==> src/rtl/axi4_lite_interface.sv <==
// Bridges a core-side instruction/data request port onto an AXI4-Lite master.
// One transaction at a time; the data port wins over the instruction port.
module axi4_lite_interface #(
  parameter int unsigned data_width = 32
) (
  input  logic                    clk,
  input  logic                    reset,
  input  logic                    instr_req_o,
  output logic                    instr_gnt_i,
  output logic                    instr_rvalid_i,
  input  logic                    data_req_o,
  input  logic                    data_we_o,
  output logic                    data_gnt_i,
  output logic                    data_rvalid_i,
  input  logic [31:0]             Addr,
  input  logic [data_width-1:0]   Write_Data,
  output logic [data_width-1:0]   Read_Data,
  output logic                    AWvalid,
  input  logic                    AWready,
  output logic [31:0]             AWaddr,
  output logic                    Wvalid,
  input  logic                    Wready,
  output logic [data_width-1:0]   Wdata,
  output logic [data_width/8-1:0] Wstrb,
  input  logic                    Bvalid,
  output logic                    Bready,
  input  logic [1:0]              Bresp,
  output logic                    ARvalid,
  input  logic                    ARready,
  output logic [31:0]             ARaddr,
  input  logic                    Rvalid,
  output logic                    Rready,
  input  logic [data_width-1:0]   Rdata,
  input  logic [1:0]              Rresp
);

  localparam int unsigned ADDR_W = 32;
  localparam int unsigned STRB_W = data_width / 8;

  localparam logic [2:0] IDLE    = 3'd0;
  localparam logic [2:0] RD_ADDR = 3'd1;
  localparam logic [2:0] RD_DATA = 3'd2;
  localparam logic [2:0] WR_REQ  = 3'd3;
  localparam logic [2:0] WR_RESP = 3'd4;

  logic [2:0]            state_q, state_d;
  logic                  src_instr_q, src_instr_d;
  logic                  arvalid_d, rready_d, awvalid_d, wvalid_d, bready_d;
  logic                  instr_gnt_d, instr_rvalid_d, data_gnt_d, data_rvalid_d;
  logic [ADDR_W-1:0]     araddr_d, awaddr_d;
  logic [data_width-1:0] wdata_d, read_data_d;
  logic [STRB_W-1:0]     wstrb_d;

  // Response codes carry no meaning for this bridge.
  logic unused_resp_c;
  assign unused_resp_c = ^{Rresp, Bresp};

  // Next-state and next-output decode; pulses default low, levels hold.
  always_comb begin
    state_d        = state_q;
    src_instr_d    = src_instr_q;
    arvalid_d      = ARvalid;
    araddr_d       = ARaddr;
    rready_d       = Rready;
    awvalid_d      = AWvalid;
    awaddr_d       = AWaddr;
    wvalid_d       = Wvalid;
    wdata_d        = Wdata;
    wstrb_d        = Wstrb;
    bready_d       = Bready;
    read_data_d    = Read_Data;
    instr_gnt_d    = 1'b0;
    instr_rvalid_d = 1'b0;
    data_gnt_d     = 1'b0;
    data_rvalid_d  = 1'b0;
    case (state_q)
      IDLE: begin
        if (data_req_o) begin
          src_instr_d = 1'b0;
          if (data_we_o) begin
            state_d   = WR_REQ;
            awvalid_d = 1'b1;
            wvalid_d  = 1'b1;
            awaddr_d  = Addr;
            wdata_d   = Write_Data;
            wstrb_d   = '1;
          end else begin
            state_d   = RD_ADDR;
            arvalid_d = 1'b1;
            araddr_d  = Addr;
          end
        end else if (instr_req_o) begin
          src_instr_d = 1'b1;
          state_d     = RD_ADDR;
          arvalid_d   = 1'b1;
          araddr_d    = Addr;
        end
      end
      RD_ADDR: begin
        if (ARvalid && ARready) begin
          arvalid_d   = 1'b0;
          rready_d    = 1'b1;
          instr_gnt_d = src_instr_q;
          data_gnt_d  = !src_instr_q;
          state_d     = RD_DATA;
        end
      end
      RD_DATA: begin
        if (Rvalid && Rready) begin
          read_data_d    = Rdata;
          rready_d       = 1'b0;
          instr_rvalid_d = src_instr_q;
          data_rvalid_d  = !src_instr_q;
          state_d        = IDLE;
        end
      end
      WR_REQ: begin
        if (AWvalid && AWready) begin
          awvalid_d  = 1'b0;
          data_gnt_d = 1'b1;
        end
        if (Wvalid && Wready) wvalid_d = 1'b0;
        // Both channels finished, either earlier or on this edge.
        if ((!AWvalid || AWready) && (!Wvalid || Wready)) begin
          bready_d = 1'b1;
          state_d  = WR_RESP;
        end
      end
      WR_RESP: begin
        if (Bvalid && Bready) begin
          bready_d      = 1'b0;
          data_rvalid_d = 1'b1;
          state_d       = IDLE;
        end
      end
      default: state_d = IDLE;
    endcase
  end

  always_ff @(posedge clk) begin
    if (!reset) begin
      state_q        <= IDLE;
      src_instr_q    <= 1'b0;
      ARvalid        <= 1'b0;
      ARaddr         <= '0;
      Rready         <= 1'b0;
      AWvalid        <= 1'b0;
      AWaddr         <= '0;
      Wvalid         <= 1'b0;
      Wdata          <= '0;
      Wstrb          <= '0;
      Bready         <= 1'b0;
      Read_Data      <= '0;
      instr_gnt_i    <= 1'b0;
      instr_rvalid_i <= 1'b0;
      data_gnt_i     <= 1'b0;
      data_rvalid_i  <= 1'b0;
    end else begin
      state_q        <= state_d;
      src_instr_q    <= src_instr_d;
      ARvalid        <= arvalid_d;
      ARaddr         <= araddr_d;
      Rready         <= rready_d;
      AWvalid        <= awvalid_d;
      AWaddr         <= awaddr_d;
      Wvalid         <= wvalid_d;
      Wdata          <= wdata_d;
      Wstrb          <= wstrb_d;
      Bready         <= bready_d;
      Read_Data      <= read_data_d;
      instr_gnt_i    <= instr_gnt_d;
      instr_rvalid_i <= instr_rvalid_d;
      data_gnt_i     <= data_gnt_d;
      data_rvalid_i  <= data_rvalid_d;
    end
  end

endmodule

==> config.mk <==
export PLATFORM = sky130hd
export DESIGN_NAME = axi4_lite_interface
export DESIGN_NICKNAME = d
export VERILOG_FILES = /design/src/rtl/axi4_lite_interface.sv
export SDC_FILE = /design/constraint.sdc
export NUM_CORES = 1
export LEC_CHECK = 0
export ABC_AREA = 1
export BUFFER_PORTS_ARGS = -buffer_cell sky130_fd_sc_hd__buf_2
export CORE_MARGIN = 2
export CORE_UTILIZATION = 48
export CTS_CLUSTER_SIZE = 14
export DETAILED_ROUTE_END_ITERATION = 12
export GPL_ROUTABILITY_DRIVEN = 0
export HOLD_SLACK_MARGIN = 0.12
export PLACE_DENSITY = 0.9
export SLEW_MARGIN = 20
export SYNTH_ARGS = -nofsm -noshare
export SYNTH_HDL_FRONTEND = slang
export SYNTH_SLANG_ARGS = --single-unit
==> constraint.sdc <==
create_clock -name clk -period 4.5 [get_ports clk]
set_clock_uncertainty 0.2 [all_clocks]
set_input_delay 0.9 -clock clk [delete_from_list [all_inputs] [get_ports clk]]
set_output_delay 0.9 -clock clk [all_outputs]
set_load 0.1 [all_outputs]
==> metrics.md <==
| Metric | Value |
|---|---|
| Hold Vio Cnt, Final | 0 |
| Ys async rst share | 0% |
| Pins over their slew limit | 0 |
| GR peak layer | met2 |
| Syn Std Cell Area | 5220 um2 |
| Clock-pin slew on the worst setup and hold paths | 0.06 ns |
| Htree depth | 4 |
| Proportion of layout cells with a drive suffix above 1 | 33.6% |
| Die area | 11700 um2 |
| IO Count | 251 |
| Die width | 108 um |
| Final Setup Violations | 0 |
| Setup bufs post-CTS | 0 |
| VDD IR max | 0.484 mV |
| CP Capture Type | flop |
| Post-DRT Antenna Nets | 0 |
| Crit Reg-Reg Endpoint | Read_Data[19]$_SDFFE_PN0P_ |
| Placed cell area | 6310 um2 |
| Setup TNS | 0 ns |
| Hold Path End | Read_Data[16]$_SDFFE_PN0P_ |
| First-pass GRT wire length | 21300 um |
| Final net count | 987 |
| Num CTS Buffers | 17 |
| DRT iter0 DRCs | 390 |
| Grt ovf | 0 |
| RSZ-0062 raised after global routing | false |
| Chip height | 108 um |
| Initial antenna violation count | 0 |
| P_leak | 3.47 nW |
| Hold Path Cell Cnt | 2 |
| Final Cycle Share | 57.7% |
| Syn Inst Count | 653 |
| Worst-Skew Late Latency | 0.51 ns |
| Max_slew headroom | 38.5% |
| Vias | 4957 |
| Syn Area/Cell | 7.99 um2 |
| Clk buf depth | 2 |
| Inserted Diodes | 0 |
| Crit path launch | state_q[1]$_SDFFE_PN0P_ |
| Layout area overhead | 31.7% |
| Core area | 10700 um2 |
| Worst-Margin Slew | 0.920 ns |
| Total Routing Usage GR | 23.2% |
| Maximum clock rate | 0.385 GHz |
| CP Launch Type | flop |
| Vias in the first global route | 4587 |
| DR DRC count | 0 |
| Largest net degree at the start of global routing | 68 |
| Worst hold path type | flop to flop |
| Hold Startpoint | Read_Data[16]$_SDFFE_PN0P_ |
| Buffers on Ports | 246 |
| Number of synthesized flops with an enable pin | 0 |
| Hold_buf cts | 0 |
| Flops & latches, synth | 142 |
| Outcome | completed |
| Drt total wl | 13700 um |
| Worst Reg-to-Reg Cells | 4 |
| Avg WL per Cell | 13.3 um |
| Critical-path maximum fanout | 34 |
| FP Rows | 38 |
| CTS Root Cell | clkbuf_8 |
| R2r setup slk | 1.90 ns |
| Max_cap viols | 0 |
| GR met2 Demand/Resource | 40.6% |
| GR Util met3 | 6.03% |
| Ys Warns | 0 |
| Reg-to-reg startpoint | state_q[1]$_SDFFE_PN0P_ |
| Met1 Use GR | 26.8% |
| Finished Cell Area | 6870 um2 |
| Synth unique cells | 29 |
| CP arrival | 2.83 ns |
| P per Cell Area | 782 nW/um2 |
| Setup CP Type | flop to flop |
| Vias per cell | 4.82 |
| Mapped Nets | 763 |
| Starting Density | 48.7% |
| CP Data Required Time | 4.73 ns |
| Register area share after synthesis | 54.5% |
| CTS sink cnt | 142 |
| First-pass detailed-route iteration total | 5 |
| Detailed Place HPWL | 9210 um |
| Resized cells post-CTS | 0 |
| Final min period | 2.60 ns |
| CTS tree | yes |
| Predominant post-synthesis flop cell | dfxtp_1 |
-- per-layer routing --
metal / vias to the layer above / routed length [um]
li1: 2531 / -
met1: 2197 / 5590
met2: 198 / 6950
met3: 31 / 848
met4: 0 / 324
met5: - / 0
-- flip-flops by register name, summed over array words and instances, names as in the netlist --
| signal | flops |
|---|---|
| data_gnt_i | 1 |
| Wdata | 32 |
| ARvalid | 1 |
| state_q | 3 |
| Read_Data | 32 |
| AWvalid | 1 |
| Bready | 1 |
| data_rvalid_i | 1 |
| ARaddr | 32 |
| Rready | 1 |
| instr_rvalid_i | 1 |
| src_instr_q | 1 |
| AWaddr | 32 |
| Wvalid | 1 |
| Wstrb | 1 |
| instr_gnt_i | 1 |
-- area by class of cell --
class | count | area [um2]
Clock inverter | 7 | 87.6
Clock buffer | 23 | 467
Fill cell | 921 | 3830
Sequential cell | 142 | 2840
Tap cell | 140 | 175
Timing Repair Buffer | 250 | 1260
Inverter | 17 | 68.8
Multi-Input combinational cell | 449 | 1970
-- where the power goes --
part           switching (mW)  internal (mW)
Clock                   0.487          0.822
Combinational            2.09          0.357
Sequential              0.129           1.49
-- critical path, stage by stage (launching register included) --
cell and delay, ns:
dfxtp_1 0.52, nand4_2 0.77, clkinv_2 0.71, nand2_1 0.14, a21oi_1 0.16
-- synth_stat cells (2+ instances only) --
library cell | number | share of area, %
clkbuf_4 | 2 | 0.29
o21a_1 | 2 | 0.29
a21oi_1 | 39 | 3.7
clkbuf_1 | 14 | 1.0
buf_6 | 15 | 3.2
dfxtp_1 | 142 | 55
nand3_1 | 6 | 0.58
buf_4 | 3 | 0.43
nor2_1 | 196 | 14
nor2_2 | 11 | 1.3
o21ai_0 | 81 | 7.8
inv_1 | 12 | 0.86
inv_2 | 3 | 0.22
nor3_1 | 2 | 0.19
nand2_1 | 86 | 6.2
o21ai_1 | 18 | 1.7
buf_2 | 9 | 0.86
-- how the worst max path moves through the flow --
stage               slack, ns                    endpoint
floorplan                1.99                    Wstrb[1]
global placement         1.57   Read_Data[5]$_SDFFE_PN0P_
detailed placement       1.58   Read_Data[9]$_SDFFE_PN0P_
CTS                      1.91  Read_Data[19]$_SDFFE_PN0P_
global route             1.73  Read_Data[19]$_SDFFE_PN0P_
finish                   1.90  Read_Data[19]$_SDFFE_PN0P_
-- through the flow --
stage               hold WS, ns  setup slack [ns]  instances  utilization [%]  power (mW)
floorplan                 0.285              1.99        653                -        3.78
global placement          0.249              1.57        998             59.0        4.05
detailed placement        0.252              1.58        998             59.0        4.09
CTS                       0.261              1.91       1028             64.2        5.40
global route              0.275              1.73       1028             64.2        5.59
finish                    0.262              1.90       1028             64.2        5.37
-- placed cells by master (no fill, tap or decap), drive strengths merged, types with 2 or more instances in the layout --
cell    instances
a21oi          39
nor3            2
nand2          87
clkbuf         23
nand4           2
o21a            2
buf           250
nand3           7
inv            15
nor2          209
o21ai          99
bufinv          2
dfxtp         142
clkinv          6
-- cell families after synthesis --
logic type             after synthesis  share of synthesized area [%]
AOI/OAI and AO/OA                  141                           13.7
buffers and inverters               62                           7.80
DFF                                142                           54.5
and+or+nand+nor                    308                           24.0
Power figures use the tool's default switching activity.
